## src/rtl/spi_tx_pkg.sv

```systemverilog
// rtl/spi_tx_pkg.sv - shared state encoding and parameter defaults for the SPI frame transmitter
package spi_tx_pkg;

    localparam int FRAME_BYTES_DEF = 3;
    localparam int CLK_DIV_DEF     = 3;

    typedef logic [2:0] spi_state_t;

    localparam spi_state_t ST_IDLE      = 3'd0;
    localparam spi_state_t ST_CS_SETUP  = 3'd1;
    localparam spi_state_t ST_SCLK_HIGH = 3'd2;
    localparam spi_state_t ST_SCLK_LOW  = 3'd3;
    localparam spi_state_t ST_BYTE_GAP  = 3'd4;
    localparam spi_state_t ST_CS_GUARD  = 3'd5;

endpackage

```

## src/rtl/spi_half_period_timer.sv

```systemverilog
// rtl/spi_half_period_timer.sv - counts CLK_DIV cycles per state and flags the last one
module spi_half_period_timer
    import spi_tx_pkg::*;
#(
    parameter int CLK_DIV = CLK_DIV_DEF
) (
    input  logic clk,
    input  logic reset,
    input  logic reload,
    output logic tick
);

    localparam int CW = (CLK_DIV > 1) ? $clog2(CLK_DIV) : 1;
    localparam logic [CW-1:0] LAST = CW'(CLK_DIV - 1);

    logic [CW-1:0] cnt;

    // Saturates on the terminal count so a state that waits on something else stays ticking
    always_ff @(posedge clk) begin
        if (reset || reload) begin
            cnt <= '0;
        end else if (cnt != LAST) begin
            cnt <= cnt + 1'b1;
        end
    end

    assign tick = (cnt == LAST);

endmodule

```

## src/rtl/spi_frame_transmitter.sv

```systemverilog
// rtl/spi_frame_transmitter.sv - SPI mode-1 frame transmitter; SPI_TX_MISO_CAPTURE_EN adds MISO capture
module spi_frame_transmitter
    import spi_tx_pkg::*;
#(
    parameter int FRAME_BYTES = FRAME_BYTES_DEF,
    parameter int CLK_DIV     = CLK_DIV_DEF
) (
    input  logic                     clk,
    input  logic                     reset,
    input  logic [8*FRAME_BYTES-1:0] tx_data,
    input  logic                     tx_valid,
    output logic                     tx_ready,
    output logic                     tx_done,
    output logic                     spi_clk,
    output logic                     spi_mosi,
    output logic                     spi_cs_n,
    input  logic                     spi_miso,
    output logic [8*FRAME_BYTES-1:0] rx_data
);

    localparam int NBITS = 8 * FRAME_BYTES;
    localparam int BW    = $clog2(NBITS + 1);
    localparam logic [BW-1:0] LAST_BIT = BW'(NBITS - 1);

    spi_state_t       state;
    spi_state_t       state_next;
    logic             tick;
    logic             accept;
    logic             last_bit;
    logic             byte_end;
    logic             enter_high;
    logic             enter_guard;
    logic [NBITS-1:0] shreg;
    logic [BW-1:0]    bit_cnt;
    logic             mosi_q;
    logic             done_q;

    assign accept      = tx_valid && (state == ST_IDLE);
    assign last_bit    = (bit_cnt == LAST_BIT);
    assign byte_end    = (bit_cnt[2:0] == 3'd7);
    assign enter_high  = (state_next == ST_SCLK_HIGH) && (state != ST_SCLK_HIGH);
    assign enter_guard = (state_next == ST_CS_GUARD) && (state != ST_CS_GUARD);

    spi_half_period_timer #(
        .CLK_DIV (CLK_DIV)
    ) u_timer (
        .clk    (clk),
        .reset  (reset),
        .reload (state_next != state),
        .tick   (tick)
    );

    always_comb begin
        state_next = state;
        case (state)
            ST_IDLE:      if (accept) state_next = ST_CS_SETUP;
            ST_CS_SETUP:  if (tick) state_next = ST_SCLK_HIGH;
            ST_SCLK_HIGH: if (tick) state_next = ST_SCLK_LOW;
            ST_SCLK_LOW: begin
                // The last-bit test comes first so a one-byte frame never enters the gap
                if (tick) begin
                    if (last_bit)      state_next = ST_CS_GUARD;
                    else if (byte_end) state_next = ST_BYTE_GAP;
                    else               state_next = ST_SCLK_HIGH;
                end
            end
            ST_BYTE_GAP:  if (tick) state_next = ST_SCLK_HIGH;
            ST_CS_GUARD:  if (tick) state_next = ST_IDLE;
            default:      state_next = ST_IDLE;
        endcase
    end

    always_ff @(posedge clk) begin
        if (reset) begin
            state   <= ST_IDLE;
            shreg   <= '0;
            bit_cnt <= '0;
            mosi_q  <= 1'b0;
            done_q  <= 1'b0;
        end else begin
            state  <= state_next;
            done_q <= enter_guard;
            if (accept) begin
                shreg   <= tx_data;
                bit_cnt <= '0;
            end
            if (enter_high) begin
                mosi_q <= shreg[NBITS-1];
                shreg  <= {shreg[NBITS-2:0], 1'b0};
            end
            if (state == ST_SCLK_LOW && tick && !last_bit) begin
                bit_cnt <= bit_cnt + 1'b1;
            end
            if (enter_guard) begin
                mosi_q <= 1'b0;
            end
        end
    end

    assign tx_ready = (state == ST_IDLE);
    assign tx_done  = done_q;
    assign spi_clk  = (state == ST_SCLK_HIGH);
    assign spi_mosi = mosi_q;
    assign spi_cs_n = (state == ST_IDLE) || (state == ST_CS_GUARD);

`ifdef SPI_TX_MISO_CAPTURE_EN
    logic [NBITS-1:0] rx_shift;
    logic [NBITS-1:0] rx_q;

    // Sampled on the last SCLK_HIGH cycle, i.e. the edge on which sclk falls
    always_ff @(posedge clk) begin
        if (reset) begin
            rx_shift <= '0;
            rx_q     <= '0;
        end else begin
            if (state == ST_SCLK_HIGH && tick) begin
                rx_shift <= {rx_shift[NBITS-2:0], spi_miso};
            end
            if (enter_guard) begin
                rx_q <= rx_shift;
            end
        end
    end

    assign rx_data = rx_q;
`else
    logic unused_miso;
    assign unused_miso = spi_miso;
    assign rx_data     = '0;
`endif

endmodule

```

## config.mk

```make
export PLATFORM = sky130hd
export DESIGN_NAME = spi_frame_transmitter
export DESIGN_NICKNAME = d
export VERILOG_FILES = /design/src/rtl/spi_tx_pkg.sv /design/src/rtl/spi_half_period_timer.sv /design/src/rtl/spi_frame_transmitter.sv
export SDC_FILE = /design/constraint.sdc
export NUM_CORES = 1
export LEC_CHECK = 0
export ABC_AREA = 0
export BUFFER_PORTS_ARGS = -buffer_cell sky130_fd_sc_hd__buf_2
export CAP_MARGIN = 20
export CORE_UTILIZATION = 27
export CTS_CLUSTER_DIAMETER = 80
export DETAILED_ROUTE_END_ITERATION = 8
export PLACE_DENSITY = 0.55
export SLEW_MARGIN = 20
export SYNTH_ARGS = -nofsm -noshare
export SYNTH_HDL_FRONTEND = slang
export SYNTH_SLANG_ARGS = --single-unit
```

## constraint.sdc

```tcl
create_clock -name clk -period 3.5 [get_ports clk]
set_input_delay 0.7 -clock clk [delete_from_list [all_inputs] [get_ports clk]]
set_output_delay 0.7 -clock clk [all_outputs]
set_load 0.05 [all_outputs]
```

==> key figures, run 1 <==
Run status
  • Run status: finished clean

Critical path
  • RR Startpoint: bit_cnt[0]$_SDFFE_PP0P_
  • Worst setup SP type: flop
  • Critical path origin: state[1]$_SDFF_PP0_
  • Required @ worst endpoint: between 2 and 3 ns
  • Count of cells along the worst register-to-register path: 6
  • Data arrival time of the critical path: about 1.6 ns
  • R2R setup slack: 1.34 ns
  • Worst setup EP type: output pin
  • Reg-to-reg critical path endpoint: shreg[1]$_SDFFE_PP0P_
  • Critical path peak fanout: 14
  • Class of the most critical setup path: flop to output pin

Timing
  • Accumulated negative setup slack: 0 ns
  • Setup ws final: 1.22 ns
  • Fmax: 438 MHz
  • Final period utilization: 0.652
  • Setup repair after global routing missed its margin: false
  • Final setup vio count: 0
  • Worst hold slack after final layout: 0.479 ns
  • Total count of hold-check failures in the final report: 0
  • Final Skew: 0.00421 ns
  • Headroom to the max-slew limit: 0.426
  • Pin slew with the least headroom to its limit: 0.861 ns
  • Count of final max-slew check failures: 0
  • Min cycle time layout: 2.28 ns

Final layout
  • Number of nets at the end of the flow: between 200 and 300
  • Area growth from synthesis to layout: 8.09%
  • Final cell utilization of the core: 0.301
  • Number of inserted diodes: 0
  • Fraction of final layout cells sized beyond drive strength 1: 0.304

Min path
  • Capture endpoint of the worst hold path: bit_cnt[4]$_SDFFE_PP0P_
  • Start point of the worst min-delay path: bit_cnt[4]$_SDFFE_PP0P_
  • Hold path depth: 1
  • Class of the most critical hold timing path: flop to flop

Floorplanning
  • Area of the die: 8320 um2
  • Top-level I/O count: 57
  • Initial Utilization: 0.278
  • Die Width: 91.2 um
  • Floorplan die height: 91.2 um
  • Area of the core region: just under 8000 um2
  • Number of core rows: 32

Clock tree
  • Number of buffers created by CTS: 5
  • CTS HTree Levels: 2
  • PostCTS Resize Cnt: 0
  • Maximum buffer depth of the clock tree: 2
  • Postcts setup bufs: 0
  • CTS Hold Buffers Added: 0
  • Clock Tree Root: sky130_fd_sc_hd__clkbuf_8
  • Clock latency on the worst-skew pair: 0.28 ns
  • CTS Sinks: 36
  • Clock-pin transition on the worst setup and hold timing paths: 0.07 ns
  • TritonCTS clock tree: yes

Placed design
  • Gpl congestion: 0.726
  • Number of port buffers: 31
  • Placement Setup Slack: 1.33 ns
  • Detailed-placement wirelength estimate: 2710 um

Drt
  • Wirelength, routed: 4060 um
  • Starting DRC count in detailed routing: 40
  • Number of detailed-routing iterations run before antenna repair: 4
  • Post-DR wirelength/cell: between 10 and 15 um
  • Via density: 4.52
  • Final antenna-violating net count: 0
  • Post-detailed-route DRC marker count: 0
  • Number of vias in the routed layout: 1532

Synth
  • Post-Syn Area per Cell: 10.0 um2
  • Async SR Flop Fraction: 0
  • Number of instances in the synthesized netlist: 214
  • Unique cell type count in the Yosys netlist: 47
  • Primary flip-flop cell chosen by synthesis mapping: sky130_fd_sc_hd__dfxtp_1
  • Number of register bits inferred by synthesis: 36
  • Combined area of all synthesized cells: 2150 um2
  • Yosys warning total: 0
  • Number of enable-type register cells in the synthesized netlist: 0
  • Sequential-to-total area share from yosys stat: 0.335

Power
  • Reported leakage power: 0.869 nW
  • Worst-case vdd ir drop: 0.000230 V
  • Pwr dens: between 400 and 500 nW/um2

Global route
  • Congestion Overflow GR: 0
  • Maximum number of pins on one net before global-route repair: 36
  • Number of global-route vias before repair: 1478
  • Wire length of the first global-routing pass: 6900 um
  • Total global-route track usage: 0.104
  • Initial antenna violation count: 0

Flow run
  • # Max-Cap Violations: 0
-- logic make-up after synthesis --
logic type	share of synthesized area
multiplexers	0.116
flip-flops	0.335
other	0.00174
adder cells (fa/ha/maj)	0.0175
AND/OR/NAND/NOR	0.148
XOR/XNOR	0.00408
AO/OA/AOI/OAI	0.224
buffers and inverters	0.153
-- per-stage QoR --
| stage | cells | instance area (um2) | total power, W |
|---|---|---|---|
| 4_1_cts | 339 | 2320 | 0.00109 |
| 3_5_place_dp | 331 | 2220 | 0.000730 |
| 5_1_grt | 339 | 2320 | 0.00113 |
| 3_3_place_gp | 331 | 2220 | 0.000727 |
| 2_1_floorplan | 237 | 2240 | 0.000722 |
| 6_report | 339 | 2320 | 0.00108 |
-- synthesized netlist by cell type (2+ instances only) --
library cell / number / area (um2)
sky130_fd_sc_hd__buf_6: 7 / 78.8
sky130_fd_sc_hd__nor2b_1: 2 / 12.5
sky130_fd_sc_hd__a41oi_1: 2 / 17.5
sky130_fd_sc_hd__nand2_1: 3 / 11.3
sky130_fd_sc_hd__buf_1: 2 / 7.51
sky130_fd_sc_hd__a211oi_2: 19 / 238
sky130_fd_sc_hd__a211oi_1: 8 / 60.1
sky130_fd_sc_hd__buf_4: 26 / 195
sky130_fd_sc_hd__nor3_4: 2 / 32.5
sky130_fd_sc_hd__nor3_1: 25 / 125
sky130_fd_sc_hd__mux2i_1: 25 / 250
sky130_fd_sc_hd__nand3_1: 2 / 10.0
sky130_fd_sc_hd__nor2_1: 10 / 37.5
sky130_fd_sc_hd__dfxtp_1: 36 / 721
sky130_fd_sc_hd__a22oi_1: 2 / 15.0
sky130_fd_sc_hd__ha_1: 3 / 37.5
sky130_fd_sc_hd__buf_2: 2 / 10.0
sky130_fd_sc_hd__clkbuf_1: 3 / 11.3
sky130_fd_sc_hd__a21oi_1: 5 / 25.0
sky130_fd_sc_hd__o21a_1: 3 / 22.5
-- critical path, cell delays in order (launching register included) --
cell,delay [ns]
sky130_fd_sc_hd__dfxtp_1,0.68
sky130_fd_sc_hd__nand2b_1,0.22
sky130_fd_sc_hd__nor2_1,0.12
sky130_fd_sc_hd__buf_2,0.27
-- flip-flops by register name, summed over array words and instances (netlist names) --
name         flops
spi_mosi         1
state            3
u_timer.cnt      2
tx_done          1
bit_cnt          5
shreg           24
-- cell usage in the layout (no fill, tap or decap), drive strengths merged --
cell type / n
a31oi: 3
inv: 2
o21a: 3
nor2b: 2
and4b: 1
a21boi: 1
dfxtp: 36
xor2: 1
buf: 33
a211oi: 27
or3: 1
clkbuf: 6
clkinv: 2
nor4: 1
nor3b: 1
a22oi: 2
mux2i: 25
a32oi: 1
and3: 1
ha: 3
nand3: 2
nand2b: 1
nor2: 11
a31o: 1
o2111ai: 1
a21oi: 5
nand2: 4
conb: 24
a41oi: 2
o21ai: 2
and2: 2
bufinv: 1
nor3: 28
o2bb2ai: 1
-- metal layers --
metal,vias up,global-route usage,share of wire
li1,786,-,-
met1,706,0.131,0.50
met2,35,0.172,0.46
met3,5,0.0276,0.036
met4,0,0.0317,0.0066
met5,-,0,0
-- power by group --
part	internal [W]	switching (W)
Sequential	0.000442	0.0000241
Clock	0.000211	0.000149
Combinational	0.0000842	0.000167
Total	0.000738	0.000340
-- worst max-delay path by stage --
stage / end / slack (ns) / cells past startpoint
after CTS: spi_clk / 1.21 / 3
after global routing: spi_clk / 1.06 / 3
after detailed placement: shreg[1]$_SDFFE_PP0P_ / 1.33 / 6
after global placement: shreg[2]$_SDFFE_PP0P_ / 1.36 / 6
after floorplan: spi_cs_n / 1.44 / 3
final: spi_clk / 1.22 / 3
-- cell type report --
class,instances,area [um2]
inverters,3,11.3
well taps,102,128
clock buffers,6,72.6
multi-input cells,157,1190
clock inverters,2,35.0
fillers,812,5400
flip-flops and latches,36,721
repair buffers,33,170
Note: power is estimated with default switching activity, not from simulation.
==> run 2, diff against run 1 <==
Clock period 3.5 ns to 2.2 ns, I/O delays scaled along.
==> key figures, run 2 (synthesized netlist as in run 1, its figures left out) <==
Run status
  • Run status: finished clean (unchanged)

Final layout
  • Largest registers: shreg: 24 flops, bit_cnt: 5 flops, state: 3 flops (unchanged)
  • Top library cells by usage in the layout, fill and taps aside: sky130_fd_sc_hd__dfxtp_1 (36), sky130_fd_sc_hd__buf_2 (31), sky130_fd_sc_hd__mux2i_1 (25), sky130_fd_sc_hd__nor3_1 (25), sky130_fd_sc_hd__conb_1 (24) (unchanged)
  • Max reg flops: 24 (unchanged)
  • Most common library cell in the layout ignoring fill and taps: sky130_fd_sc_hd__dfxtp_1 (unchanged)
  • Area growth from synthesis to layout: 11.8% (was 8.09%)
  • Number of nets at the end of the flow: 274 (was 267)
  • Number of inserted diodes: 0 (unchanged)
  • Fraction of final layout cells sized beyond drive strength 1: 0.325 (was 0.304)
  • Final instance area: 2400 um2 (was 2320 um2)
  • Biggest register: shreg (unchanged)
  • Final instance count without filler cells: 345 (was 339)

Clock tree
  • TritonCTS clock tree: yes (unchanged)
  • Clock latency on the worst-skew pair: 0.28 ns (about the same)
  • Postcts setup bufs: 0 (unchanged)
  • CTS Hold Buffers Added: 0 (unchanged)
  • CTS HTree Levels: 2 (unchanged)
  • Number of buffers created by CTS: 5 (unchanged)
  • CTS Sinks: 36 (unchanged)
  • Clock Tree Root: sky130_fd_sc_hd__clkbuf_8 (unchanged)
  • PostCTS Resize Cnt: 0 (unchanged)
  • Maximum buffer depth of the clock tree: 2 (unchanged)
  • Clock-pin transition on the worst setup and hold timing paths: 0.07 ns (about the same)

Critical path
  • Critical path peak fanout: 14 (unchanged)
  • Data arrival time of the critical path: 1.61 ns (was 1.58 ns)
  • Worst setup EP type: output pin (unchanged)
  • Required @ worst endpoint: 1.76 ns (was 2.80 ns)
  • Class of the most critical setup path: flop to output pin (unchanged)
  • Worst setup SP type: flop (unchanged)

Timing
  • Count of final max-slew check failures: 0 (unchanged)
  • Final Skew: 0.00337 ns (was 0.00421 ns)
  • Setup repair after global routing missed its margin: false (unchanged)
  • Min cycle time layout: 2.05 ns
  • Total count of hold-check failures in the final report: 0 (unchanged)
  • Final setup vio count: 0 (unchanged)
  • Headroom to the max-slew limit: 0.612 (was 0.426)
  • Final period utilization: 0.931
  • Pin slew with the least headroom to its limit: 0.581 ns (was 0.861 ns)
  • Fmax: 488 MHz
  • Accumulated negative setup slack: 0 ns (unchanged)
  • Setup ws final: 0.153 ns (was 1.22 ns)

Floorplanning
  • Top-level I/O count: 57 (unchanged)
  • Floorplan die height: 91.2 um (unchanged)
  • Area of the die: 8320 um2 (unchanged)
  • Area of the core region: 7730 um2 (unchanged)
  • Number of core rows: 32 (unchanged)
  • Die Width: 91.2 um (unchanged)
  • Initial Utilization: 0.278 (unchanged)

Global route
  • Congestion Overflow GR: 0 (unchanged)
  • Total global-route track usage: 0.104 (about the same)
  • Number of global-route vias before repair: 1504 (was 1478)
  • Initial antenna violation count: 0 (unchanged)
  • Wire length of the first global-routing pass: 6830 um (was 6900 um)
  • Maximum number of pins on one net before global-route repair: 26 (was 36)

Flow run
  • # Max-Cap Violations: 0 (unchanged)

Placed design
  • Placed Cells incl. Taps: 338 (was 331)
  • Gpl congestion: 0.750 (was 0.726)
  • Detailed-placement wirelength estimate: 2850 um (was 2710 um)
  • Placement Setup Slack: 0.398 ns (was 1.33 ns)
  • Number of port buffers: 31 (unchanged)
  • Cell area after placement: 2310 um2 (was 2220 um2)

Drt
  • Post-DR wirelength/cell: 11.9 um (was 12.0 um)
  • Final antenna-violating net count: 0 (unchanged)
  • Wirelength, routed: 4120 um (was 4060 um)
  • Starting DRC count in detailed routing: 58 (was 40)
  • Via density: 4.52 (about the same)
  • Number of detailed-routing iterations run before antenna repair: 4 (unchanged)
  • Uppermost layer routed: met4 (unchanged)
  • Number of vias in the routed layout: 1560 (was 1532)
  • Detailed-routed wire length on met3: 190 um (was 145 um)
  • Post-detailed-route DRC marker count: 0 (unchanged)
  • Met2 layer wire length in the routed design: 1880 um (about the same)
  • Sum of routed wire segments on met1: 1970 um (was 2010 um)

Min path
  • Class of the most critical hold timing path: flop to flop (unchanged)

Power
  • Worst-case vdd ir drop: 0.000286 V (was 0.000230 V)
  • Reported leakage power: 0.912 nW (was 0.869 nW)
  • Total power: 0.00168 W (was 0.00108 W)
  • Pwr dens: 698 nW/um2 (was 464 nW/um2)
==> run 2: worst paths after layout <==
| kind | from | to | slack (ns) | cells past startpoint |
|---|---|---|---|---|
| worst max-delay path | state[1]$_SDFF_PP0_ | spi_clk | 0.15 | 3 |
| worst min register to register | bit_cnt[4]$_SDFFE_PP0P_ | bit_cnt[4]$_SDFFE_PP0P_ | 0.49 | 1 |
| worst max register to register | bit_cnt[0]$_SDFFE_PP0P_ | shreg[2]$_SDFFE_PP0P_ | 0.38 | 7 |
| worst min-delay path | bit_cnt[4]$_SDFFE_PP0P_ | bit_cnt[4]$_SDFFE_PP0P_ | 0.49 | 1 |
==> run 2: where the power goes <==
group          total [W]  switching [W]  leakage [nW]  internal [W]
Clock           0.000505       0.000226        0.0503      0.000279
Combinational   0.000433       0.000278         0.567      0.000156
Sequential      0.000739      0.0000347         0.295      0.000704
Total            0.00168       0.000538         0.912       0.00114
==> run 2: metrics by stage <==
stage | util | hold slack (ns)
5_1_grt | 0.311 | 0.503
3_5_place_dp | 0.298 | 0.464
3_3_place_gp | 0.298 | 0.465
6_report | 0.311 | 0.486
4_1_cts | 0.311 | 0.481
2_1_floorplan | - | 0.440
==> run 2: critical path: stages, from the launching register on <==
cell and delay [ns]:
sky130_fd_sc_hd__dfxtp_1 0.69, sky130_fd_sc_hd__nand2b_1 0.21, sky130_fd_sc_hd__nor2_1 0.14, sky130_fd_sc_hd__buf_2 0.27
==> run 2: layout make-up <==
| class | count | area, um2 |
|---|---|---|
| tap | 102 | 128 |
| inverter | 3 | 11.3 |
| sequential | 36 | 721 |
| multi-input combinational | 157 | 1190 |
| clock buffer | 7 | 96.3 |
| timing repair buffer | 40 | 260 |
| fill | 834 | 5330 |
==> run 2: routing by layer <==
layer / track usage / up-vias
met5: 0 / -
met4: 0.0397 / 0
met3: 0.0335 / 5
met2: 0.173 / 37
met1: 0.125 / 724
li1: - / 794
==> run 3, diff against run 2 <==
Settings changed: CORE_UTILIZATION 27 to 45, PLACE_DENSITY 0.55 to 0.78.
==> key figures, run 3 (synthesized netlist as in run 1, its figures left out) <==
Critical path
  • R2R setup slack: 0.32 ns (was 0.38 ns)
  • Class of the most critical setup path: flop to output pin (unchanged)
  • Required @ worst endpoint: 1.76 ns (about the same)
  • Reg-to-reg critical path endpoint: shreg[21]$_SDFFE_PP0P_ (was shreg[2]$_SDFFE_PP0P_)
  • Worst setup EP type: output pin (unchanged)
  • Worst setup SP type: flop (unchanged)
  • RR Startpoint: bit_cnt[0]$_SDFFE_PP0P_ (unchanged)
  • Data arrival time of the critical path: 1.58 ns (was 1.61 ns)
  • Critical path peak fanout: 14 (unchanged)
  • Count of cells along the worst register-to-register path: 7 (unchanged)

Min path
  • Capture endpoint of the worst hold path: bit_cnt[4]$_SDFFE_PP0P_ (unchanged)
  • Hold path depth: 1 (unchanged)
  • Start point of the worst min-delay path: bit_cnt[4]$_SDFFE_PP0P_ (unchanged)
  • Class of the most critical hold timing path: flop to flop (unchanged)

Clock tree
  • CTS HTree Levels: 2 (unchanged)
  • TritonCTS clock tree: yes (unchanged)
  • Clock latency on the worst-skew pair: 0.29 ns (was 0.28 ns)
  • Clock-pin transition on the worst setup and hold timing paths: 0.07 ns (about the same)
  • CTS Sinks: 36 (unchanged)
  • PostCTS Resize Cnt: 0 (unchanged)
  • Number of buffers created by CTS: 5 (unchanged)
  • Maximum buffer depth of the clock tree: 2 (unchanged)
  • Postcts setup bufs: 0 (unchanged)
  • CTS Hold Buffers Added: 0 (unchanged)
  • Clock Tree Root: sky130_fd_sc_hd__clkbuf_8 (unchanged)

Power
  • Internal power: 0.00111 W (was 0.00114 W)
  • Clk network pwr share: 0.298 (was 0.301)
  • Portion of total power attributed to sequential cells: 0.444 (was 0.441)
  • Reported leakage power: 0.890 nW (was 0.912 nW)
  • Pwr dens: 715 nW/um2 (was 698 nW/um2)
  • Worst-case vdd ir drop: 0.000304 V (was 0.000286 V)
  • Switching power: 0.000539 W (was 0.000538 W)
  • Switching power as a share of total power: 0.327 (was 0.321)
  • Combinational share of power: 0.258 (about the same)
  • Total power: 0.00165 W (was 0.00168 W)

Drt
  • Via density: 5.18 (was 4.52)
  • Number of detailed-routing iterations run before antenna repair: 6 (was 4)
  • Post-detailed-route DRC marker count: 6 (was 0)
  • Wirelength, routed: 3590 um (was 4120 um)
  • Starting DRC count in detailed routing: 94 (was 58)
  • Post-DR wirelength/cell: 12.2 um (was 11.9 um)
  • Final antenna-violating net count: 0 (unchanged)
  • Number of vias in the routed layout: 1529 (was 1560)

Final layout
  • Fraction of final layout cells sized beyond drive strength 1: 0.321 (was 0.325)
  • Number of inserted diodes: 0 (unchanged)
  • Max reg flops: 24 (unchanged)
  • Area growth from synthesis to layout: 7.22% (was 11.8%)
  • Final cell utilization of the core: 0.515 (was 0.311)
  • Most common library cell in the layout ignoring fill and taps: sky130_fd_sc_hd__dfxtp_1 (unchanged)
  • Top library cells by usage in the layout, fill and taps aside: sky130_fd_sc_hd__dfxtp_1 (36), sky130_fd_sc_hd__buf_2 (31), sky130_fd_sc_hd__mux2i_1 (25), sky130_fd_sc_hd__nor3_1 (25), sky130_fd_sc_hd__conb_1 (24) (unchanged)
  • Biggest register: shreg (unchanged)
  • Largest registers: shreg: 24 flops, bit_cnt: 5 flops, state: 3 flops (unchanged)
  • Number of nets at the end of the flow: 273 (was 274)

Timing
  • Count of final max-slew check failures: 0 (unchanged)
  • Headroom to the max-slew limit: 0.598 (was 0.612)
  • Min cycle time layout: 2.02 ns (was 2.05 ns)
  • Final period utilization: 0.920 (was 0.931)
  • Setup repair after global routing missed its margin: false (unchanged)
  • Accumulated negative setup slack: 0 ns (unchanged)
  • Fmax: 494 MHz (was 488 MHz)
  • Final setup vio count: 0 (unchanged)
  • Pin slew with the least headroom to its limit: 0.603 ns (was 0.581 ns)
  • Worst hold slack after final layout: 0.482 ns (was 0.486 ns)
  • Final Skew: 0.00661 ns (was 0.00337 ns)
  • Total count of hold-check failures in the final report: 0 (unchanged)

Run status
  • Run status: complete, but fails checks (was finished clean)
  • Failing checks: design-rule violations

Global route
  • Number of global-route vias before repair: 1381 (was 1504)
  • Wire length of the first global-routing pass: 6010 um (was 6830 um)
  • Congestion Overflow GR: 0 (unchanged)
  • Initial antenna violation count: 0 (unchanged)
  • Total global-route track usage: 0.152 (was 0.104)
  • Maximum number of pins on one net before global-route repair: 28 (was 26)

Placed design
  • Number of port buffers: 31 (unchanged)
  • Gpl congestion: 0.732 (was 0.750)
  • Detailed-placement wirelength estimate: 2510 um (was 2850 um)

Floorplanning
  • Top-level I/O count: 57 (unchanged)
  • Floorplan die height: 71.1 um (was 91.2 um)
  • Area of the core region: 4470 um2 (was 7730 um2)
  • Die Width: 71.1 um (was 91.2 um)
  • Initial Utilization: 0.480 (was 0.278)
  • Number of core rows: 24 (was 32)
  • Area of the die: 5060 um2 (was 8320 um2)

Flow run
  • # Max-Cap Violations: 0 (unchanged)
## run 3: cell count changes in the layout (fill, tap and decap cells not counted), sizes merged
cell and delta:
clkinvlp +1, buf -1
## run 3: worst max-delay path by stage
stage	to	from	cells after the start
2_1_floorplan	shreg[13]$_SDFFE_PP0P_	state[1]$_SDFF_PP0_	6
3_3_place_gp	shreg[23]$_SDFFE_PP0P_	bit_cnt[0]$_SDFFE_PP0P_	7
3_5_place_dp	shreg[22]$_SDFFE_PP0P_	bit_cnt[0]$_SDFFE_PP0P_	7
4_1_cts	spi_clk	state[1]$_SDFF_PP0_	3
5_1_grt	spi_clk	state[1]$_SDFF_PP0_	3
6_report	spi_clk	state[1]$_SDFF_PP0_	3
## run 3: critical path, cell delays in order (launching register included)
cell	delay (ns)
sky130_fd_sc_hd__dfxtp_1	0.69
sky130_fd_sc_hd__nand2b_1	0.21
sky130_fd_sc_hd__nor2_1	0.12
sky130_fd_sc_hd__buf_2	0.27
## run 3: per-layer routing
layer | vias to the layer above | global-route usage | wire (um)
li1 | 793 | - | -
met1 | 697 | 0.178 | 1710
met2 | 33 | 0.255 | 1650
met3 | 6 | 0.0470 | 165
met4 | 0 | 0.0711 | 62
met5 | - | 0 | 0
## run 3: cell type report
| class | instances | area, um2 |
|---|---|---|
| multi-input combinational | 157 | 1190 |
| clock inverter | 1 | 7.51 |
| timing repair buffer | 39 | 228 |
| sequential | 36 | 721 |
| inverter | 3 | 11.3 |
| fill | 421 | 2170 |
| clock buffer | 7 | 86.3 |
| tap | 52 | 65.1 |
## run 3: stage by stage
stage / setup WS, ns / area, um2 / std cells
3_5_place_dp: 0.309 / 2210 / 287
2_1_floorplan: 0.365 / 2240 / 237
6_report: 0.175 / 2300 / 295
5_1_grt: 0.0832 / 2300 / 295
4_1_cts: 0.149 / 2300 / 295
3_3_place_gp: 0.330 / 2210 / 287
## run 3: power by group through the flow
stage	clock [W]	combinational [W]	sequential, W
detailed placement	0	0.000427	0.000746
finish	0.000490	0.000425	0.000732
global placement	0	0.000422	0.000745
floorplan	0	0.000404	0.000745
global route	0.000526	0.000460	0.000737
CTS	0.000505	0.000428	0.000731
